===== src/rtl/stall_ctrl_pkg.sv =====
// Shared definitions for the pipeline stall/flush controller: stall vector
// layout, the fixed stall patterns and the drain FSM encoding.
package stall_ctrl_pkg;

   localparam int StallSignalLen = 6;

   // Bit k of the stall vector holds stage k.
   localparam int StallPC  = 0;
   localparam int StallIF  = 1;
   localparam int StallID  = 2;
   localparam int StallEX  = 3;
   localparam int StallMEM = 4;
   localparam int StallWB  = 5;

   typedef logic [StallSignalLen-1:0] stall_vec_t;

   // MEM busy: everything up to and including MEM holds, WB drains.
   localparam stall_vec_t StallPatMem      = 6'b011111;
   // Jump accepted: nothing holds, the wrong path is replaced by the target.
   localparam stall_vec_t StallPatJump     = 6'b000000;
   // Load-use: PC/IF/ID hold, id_ex receives a bubble.
   localparam stall_vec_t StallPatLoadUse  = 6'b000111;
   // No fetch available: PC/IF hold, if_id receives a bubble.
   localparam stall_vec_t StallPatFetch    = 6'b000011;
   localparam stall_vec_t StallPatNone     = 6'b000000;

   // RUN: normal flow. DRAIN: a wrong-path fetch is still outstanding.
   typedef enum logic {
      ST_RUN   = 1'b0,
      ST_DRAIN = 1'b1
   } state_e;

endpackage


===== src/rtl/stall_ctrl_hazard_detect.sv =====
// Load-use hazard comparator: flags an ID instruction that reads the
// destination of a load currently in EX. Purely combinational so the
// forwarding unit can reuse it.
module hazard_detect
   import stall_ctrl_pkg::*;
(
   input  logic       ex_is_load_i,
   input  logic [4:0] ex_rd_i,
   input  logic [4:0] id_rs1_i,
   input  logic [4:0] id_rs2_i,
   input  logic       id_rs1_use_i,
   input  logic       id_rs2_use_i,
   output logic       lu_o
);

   logic rs1_hit;
   logic rs2_hit;

   // x0 is never a real dependency, so a load to x0 never stalls.
   always_comb begin
      rs1_hit = id_rs1_use_i && (id_rs1_i == ex_rd_i);
      rs2_hit = id_rs2_use_i && (id_rs2_i == ex_rd_i);
      lu_o    = ex_is_load_i && (ex_rd_i != 5'd0) && (rs1_hit || rs2_hit);
   end

endmodule


===== src/rtl/stall_ctrl.sv =====
// Central stall and flush controller: priority mux for the stall vector,
// RUN/DRAIN sequencing of a wrong-path fetch after a jump, and the
// stall-cycle / flush performance counters.
//
// Handshake note: stall_signal, jump_taken and discard_fetch are
// combinational and are sampled by their consumers on the same rising edge
// that updates this block's state; there is no valid/ready pairing here.
module stall_ctrl
   import stall_ctrl_pkg::*;
#(
   parameter int CNT_W   = 32,
   parameter int FLUSH_W = 16
) (
   input  logic                      clk,
   input  logic                      rst,
   input  logic                      if_stall_req,
   input  logic                      if_busy,
   input  logic                      mem_stall_req,
   input  logic                      ex_is_load,
   input  logic [4:0]                ex_rd,
   input  logic [4:0]                id_rs1,
   input  logic [4:0]                id_rs2,
   input  logic                      id_rs1_use,
   input  logic                      id_rs2_use,
   input  logic                      jump_flag,
   output logic [StallSignalLen-1:0] stall_signal,
   output logic                      jump_taken,
   output logic                      discard_fetch,
   output logic [CNT_W-1:0]          stall_cycles,
   output logic [FLUSH_W-1:0]        flush_count,
   output state_e                    fsm_state
);

   state_e             state_q;
   state_e             state_d;
   logic [CNT_W-1:0]   stall_cycles_q;
   logic [FLUSH_W-1:0] flush_count_q;
   logic               lu;
   logic               jump_ok;
   logic               in_drain;

   hazard_detect u_hazard_detect (
      .ex_is_load_i (ex_is_load),
      .ex_rd_i      (ex_rd),
      .id_rs1_i     (id_rs1),
      .id_rs2_i     (id_rs2),
      .id_rs1_use_i (id_rs1_use),
      .id_rs2_use_i (id_rs2_use),
      .lu_o         (lu)
   );

   // Stall priority mux and jump acceptance; a jump seen in DRAIN is ignored.
   always_comb begin
      in_drain   = (state_q == ST_DRAIN);
      jump_ok    = jump_flag && !in_drain;
      jump_taken = jump_ok && !mem_stall_req;
      // Pulse on the accepting cycle even if the fetch just completed, then
      // stay high for the whole DRAIN period.
      discard_fetch = in_drain || jump_taken;
      if (mem_stall_req) begin
         stall_signal = StallPatMem;
      end else if (jump_ok) begin
         stall_signal = StallPatJump;
      end else if (lu) begin
         stall_signal = StallPatLoadUse;
      end else if (if_stall_req || in_drain) begin
         stall_signal = StallPatFetch;
      end else begin
         stall_signal = StallPatNone;
      end
   end

   // Next-state logic for the wrong-path fetch drain.
   always_comb begin
      state_d = state_q;
      case (state_q)
         ST_RUN:   if (jump_taken && if_busy) state_d = ST_DRAIN;
         ST_DRAIN: if (!if_busy)              state_d = ST_RUN;
         default:                             state_d = ST_RUN;
      endcase
   end

   // FSM state register; reset drops any drain since IF is reset as well.
   always_ff @(posedge clk or negedge rst) begin
      if (!rst) begin
         state_q <= ST_RUN;
      end else begin
         state_q <= state_d;
      end
   end

   // Stall-cycle counter, saturating at all-ones.
   always_ff @(posedge clk or negedge rst) begin
      if (!rst) begin
         stall_cycles_q <= '0;
      end else if (stall_signal[StallPC] && (stall_cycles_q != {CNT_W{1'b1}})) begin
         stall_cycles_q <= stall_cycles_q + CNT_W'(1);
      end
   end

   // Flush counter: one count per accepted jump, wrapping.
   always_ff @(posedge clk or negedge rst) begin
      if (!rst) begin
         flush_count_q <= '0;
      end else if (jump_taken) begin
         flush_count_q <= flush_count_q + FLUSH_W'(1);
      end
   end

   assign stall_cycles = stall_cycles_q;
   assign flush_count  = flush_count_q;
   assign fsm_state    = state_q;

   // ID and EX are bubbles while draining, so EX cannot resolve a jump then.
   jump_in_drain_a: assert property (@(posedge clk) disable iff (!rst)
      !(state_q == ST_DRAIN && jump_flag));

endmodule

===== config.mk =====
export PLATFORM = sky130hd
export DESIGN_NAME = stall_ctrl
export DESIGN_NICKNAME = d
export VERILOG_FILES = /design/src/rtl/stall_ctrl_pkg.sv /design/src/rtl/stall_ctrl_hazard_detect.sv /design/src/rtl/stall_ctrl.sv
export SDC_FILE = /design/constraint.sdc
export NUM_CORES = 1
export LEC_CHECK = 0
export BUFFER_PORTS_ARGS = -buffer_cell sky130_fd_sc_hd__buf_4
export CORE_MARGIN = 1.5
export CORE_UTILIZATION = 43
export CTS_BUF_LIST = sky130_fd_sc_hd__clkbuf_4 sky130_fd_sc_hd__clkbuf_8
export CTS_CLUSTER_SIZE = 25
export DETAILED_ROUTE_END_ITERATION = 7
export PLACE_DENSITY = 0.8
export SLEW_MARGIN = 30
export SYNTH_ARGS = -nofsm -noshare
export SYNTH_HDL_FRONTEND = slang
export SYNTH_SLANG_ARGS = --single-unit

===== constraint.sdc =====
create_clock -name clk -period 2.37 [get_ports clk]
set_clock_uncertainty 0.15 [all_clocks]
set_input_delay 0.3555 -clock clk [delete_from_list [all_inputs] [get_ports clk]]
set_output_delay 0.3555 -clock clk [all_outputs]
set_load 0.02 [all_outputs]

# == Word-level counts from Yosys, hierarchy flattened ==
# Cells that the tools add are included.
# Widths: inputs -> output; s select.
# word_totals
inputBits,24
elab_cells,30
ff_bits,49
out_inout_bits,57
# op_classes
addsub,2
bitwise,1
n_mux,7
eq_ne,3
reduce_logical,14
# op_table
cell,n
$add 32x1->32 const B,1
$ne 32x32->1 const B,1
$add 16x1->16 const B,1
$mux 6,2
$eq 5x5->1,2
$logic_and 1x1->1,8
$reduce_bool 5->1,1
$logic_or 1x1->1,3
$mux 3,1
$logic_not 1->1,2
$mux 1,2
$mux 2,1
$pmux 1 s2,1
$not 1->1,1

# == Logic depth before layout (Yosys ltp) ==
# logic_depth
word_depth,8
ltp_mapped,10
ltp_nobuf,8

# == Cells and area by module ==
# A second synthesis with hierarchy kept.
# unflattened
hier_cells,245
area_unflattened_um2,2565.0
# by_module_without_submodules
mod,cells_each,n_inst,area_each_um2
stall_ctrl,228,1,2431.1
hazard_detect,17,1,133.9

# == Worst setup path before layout ==
# Ideal clock, no wire load.
# synth_timing
kind,reg-to-reg
startpoint,"reg state_q, in the netlist fsm_state"
endpoint,"reg flush_count_q[13], in the netlist flush_count[13]"
stages_incl_launch_ff,8
path_buffers,0
setup_time_ns,0.129
arrival_ns,2.124
setup_slack_ns,-0.033
cell_sequence,dfrtp_1 > nor3b_2 > and4_1 > nand2_1 > or2_1 > nor2_1 > nand3_1 > xnor2_1
# synth_via
elab_chain_cells,3
# synth_lines
element,line,source
"start, declared",stall_ctrl.sv:34,state_e state_q;
"start signal, assigned",stall_ctrl.sv:88,state_q <= state_d;
$logic_not 1->1,stall_ctrl.sv:55,jump_ok = jump_flag && !in_drain;
$logic_and 1x1->1,stall_ctrl.sv:55,
$logic_and 1x1->1,stall_ctrl.sv:56,jump_taken = jump_ok && !mem_stall_req;
named net jump_taken,stall_ctrl.sv:27,"output logic jump_taken,"
"end signal, assigned",stall_ctrl.sv:106,flush_count_q <= flush_count_q + FLUSH_W'(1);
"end, declared",stall_ctrl.sv:37,logic [FLUSH_W-1:0] flush_count_q;
# The timed path passes the listed nets, and every way through them passes these cells.
# A chain may end at the register's enable or synchronous reset.

# == Worst setup path after layout ==
# layout_timing
startpoint,in ex_rd[1]
endpoint,out stall_signal[0]
# layout_via
elab_chain_cells,7
word_cells_on_any_way,11
# layout_lines
element,line,source
"start, declared",stall_ctrl.sv:20,"input logic [4:0] ex_rd,"
$eq 5x5->1 (on tied branches),"stall_ctrl_hazard_detect.sv:21, stall_ctrl_hazard_detect.sv:22",
$logic_and 1x1->1 (on tied branches),"stall_ctrl_hazard_detect.sv:21, stall_ctrl_hazard_detect.sv:22",
$logic_or 1x1->1,stall_ctrl_hazard_detect.sv:23,lu_o = ex_is_load_i && (ex_rd_i != 5'd0) && (rs1_hit || rs2_hit);
$logic_and 1x1->1 (*),stall_ctrl_hazard_detect.sv:23,
$mux 3 (*),stall_ctrl.sv:64,end else if (lu) begin
$mux 6 (*),stall_ctrl.sv:62,end else if (jump_ok) begin
$mux 6 (*),stall_ctrl.sv:60,if (mem_stall_req) begin
"end, declared",stall_ctrl.sv:26,"output logic [StallSignalLen-1:0] stall_signal,"
# Every way passes the cells marked *; elsewhere a longest branch is shown, timed or not.

==> impl_metrics.tcl <==
set metrics [dict create \
    hold_ws_ps 123.5 \
    comb_power_share 0.312 \
    synth-seq-cells 49 \
    synth_edf_count 0 \
    critical_path.max_stage_delay_ps 520 \
    slew-limit-headroom 0.5919 \
    cpMaxStageDelayCell "or4_1" \
    cts_inserted_buffers 5 \
    wl_um 5426 \
    first_global_vias 2016 \
    cp-start-kind "input pin" \
    p_int_mw 1.454 \
    critPathTopFamily "simple AND/OR/NAND/NOR gates" \
    leakagePower_nw 1.678 \
    ys_seq_area_frac 0.4828 \
    drc 0 \
    reg2reg_depth 6 \
    syn_area_um2 2540 \
    cp.arrival_ps 1700 \
    drv_cap 0 \
    finalWeightedCongestion 0.7515 \
    r2r_setup_slack_ps 160 \
    grt_pass1_wl_um 9280 \
    clock.fmax_mhz 452.5 \
    hold_start "if_busy" \
    min_period_ps 2210 \
    synth_nets 260 \
    stdcell_count 393 \
    synthFlopType "dfrtp_1" \
    holdCritPathClass "in2reg" \
    via_count 1979 \
    power_switching_mw 0.7607 \
    yosysWarnings 0 \
    port_buffers 79 \
    place_area_um2 3241 \
    worst_skew_pair.late_latency_ps 290 \
    dp_slack_ps -7.206 \
    drt_iter0_drc 102 \
    slew_violations 0 \
    fin_crit_sh 0.9324 \
    cts_tree "built" \
    viasPerCell 5.036 \
    p_sw_frac 0.3435 \
    finalSetupViolations 0 \
    fillers 491 \
    placed_cells 386 \
    pwr-share-clk 0.205 \
    finalHoldViolCount 0 \
    syn_inst 234 \
    crit_top_cell "buf_4" \
    peakVddDrop_mv 0.5222 \
    start_util 0.4529 \
    dieHeight_um 79.86 \
    track_usage 0.1860 \
    postSynthAreaPerCell_um2 10.85 \
    dp_hpwl_um 4139 \
    dieArea_um2 6377 \
    cts-root-buf "clkbuf_8" \
    async_flop_share 1.000 \
    layout_setup_ws_ps 160.3 \
    core_area_um2 5608 \
    antenna_found_initial 0 \
    cts_num_sinks 49 \
    critPathMaxFanout 3 \
    post-cts-setup-buffers 0 \
    drtAntennaViolNets 0 \
    min_to "fsm_state$_DFF_PN0_" \
    holdPathStages 2 \
    worstPathCellList "buf_4, or4_1, o21ai_1, a21oi_1, a21bo_1, inv_1, buf_4" \
    path_clk_slew_ps 80 \
    clockBufferDepth 2 \
    antenna_cells_inserted 0 \
    crit_type "in2out" \
    rows 27 \
    die_w_um 79.86 \
    grt_max_degree 50 \
    rsz0062_at_grt "no" \
    grt-ovfl-total 0 \
    sequentialPowerShare 0.484 \
    r2r_start "stall_cycles[3]$_DFFE_PN0P_" \
    synthToLayoutAreaGrowth_pct 31.08 \
    powerDensity_nw_per_um2 665.1 \
    cp.required_ps 1860 \
    nets 348 \
    status "complete, no violations" \
    design_area_um2 3329 \
    drive_above_1_share 0.3551 \
    cp_num_buf_inv 3 \
    drtPass1Iterations 4 \
    h-tree-depth 2 \
    io_pins 81 \
    worst_pin_slew_ps 612.1 \
    wl_per_cell_um 13.81 \
    r2r_end "stall_cycles[22]$_DFFE_PN0P_" \
    ys_types 40 \
    crit_path_end_kind "output pin" \
]
-- through the flow --
stage / power, mW / utilization / TNS (ps)
global placement: 1.765 / 0.5779 / 0
CTS: 2.239 / 0.5928 / 0
floorplan: 1.451 / - / 0
finish: 2.214 / 0.5937 / 0
global route: 2.347 / 0.5937 / 0
detailed placement: 1.787 / 0.5779 / -7.206
-- logic make-up after synthesis --
family | count (synthesis) | synth area share
simple gates | 103 | 0.2453
xor+xnor | 55 | 0.1897
flops | 49 | 0.4828
buf+inv | 15 | 0.03744
compound gates | 7 | 0.02463
fa+ha+maj | 2 | 0.009851
mux | 2 | 0.008866
other cells | 1 | 0.001476
-- state kept, by name, summed over array words and instances, names as in the netlist --
name and count:
stall_cycles 32, flush_count 16, fsm_state 1
-- power groups by stage --
stage	clock network, mW	logic, mW	registers, mW
after detailed placement	0	0.700	1.09
after floorplan	0	0.234	1.22
after CTS	0.464	0.702	1.07
final	0.453	0.690	1.07
after global routing	0.505	0.750	1.09
after global placement	0	0.682	1.08
-- cell usage after synthesis (2+ instances only) --
library cell  count  area share
and3_1            3      0.0074
and4_1            5       0.017
buf_4             4       0.012
buf_6             3       0.013
dfrtp_1          49        0.48
ha_1              2      0.0099
inv_1             7       0.010
nand2_1          16       0.024
nand3_1          17       0.033
nand4_1           8       0.020
nor2_1           18       0.027
nor3_1           12       0.024
nor3_2            6       0.024
nor3b_2           2      0.0099
nor4_2            4       0.020
xnor2_1          17       0.059
xor2_1           38        0.13
-- metal layers --
metal	global-route usage	routed length (um)
met2	0.3169	2654
met1	0.2372	2379
met4	0.04655	57
met5	0	0
met3	0.04457	334
-- cell type report --
class,count,area (um2),area share
multi-input combinational,170,1230,0.3694
sequential,49,1226,0.3683
timing repair buffer,89,683.2,0.2052
tap,72,90.09,0.02706
clock buffer,5,68.82,0.02067
inverter,7,26.28,0.007892
clock inverter,1,5.005,0.001503
-- what timing repair did --
| action | 4_1_cts | 5_1_grt |
|---|---|---|
| hold buffers | 1 | 0 |
| endpoints found under the setup margin | 0 | 1 |
| endpoints found under the hold margin | 49 | 0 |
| gates resized for setup | 0 | 1 |
-- placed cells by master, fill, tap and decap left out, types with 2 or more instances in the layout --
master and count:
buf_4 87, nor2_1 18, inv_1 7, and4_1 5, nor3_1 11, clkbuf_8 5, nand2_1 16, xor2_1 38
dfrtp_1 49, nor3_2 7, ha_1 2, and3_1 3, nand3_1 17, nand4_1 8, nor4_2 4, xnor2_1 17
-- worst max-delay path by stage --
stage,startpoint,endpoint,slack (ps),depth (start not counted)
2_1_floorplan,stall_cycles[0]$_DFFE_PN0P_,stall_cycles[1]$_DFFE_PN0P_,40,9
3_3_place_gp,ex_rd[1],stall_cycles[3]$_DFFE_PN0P_,100,9
3_5_place_dp,ex_rd[4],stall_cycles[23]$_DFFE_PN0P_,-7,9
4_1_cts,ex_rd[1],stall_signal[0],150,7
5_1_grt,stall_cycles[10]$_DFFE_PN0P_,stall_cycles[3]$_DFFE_PN0P_,7,8
6_report,ex_rd[1],stall_signal[0],160,7
Power figures use the tool's default switching activity.
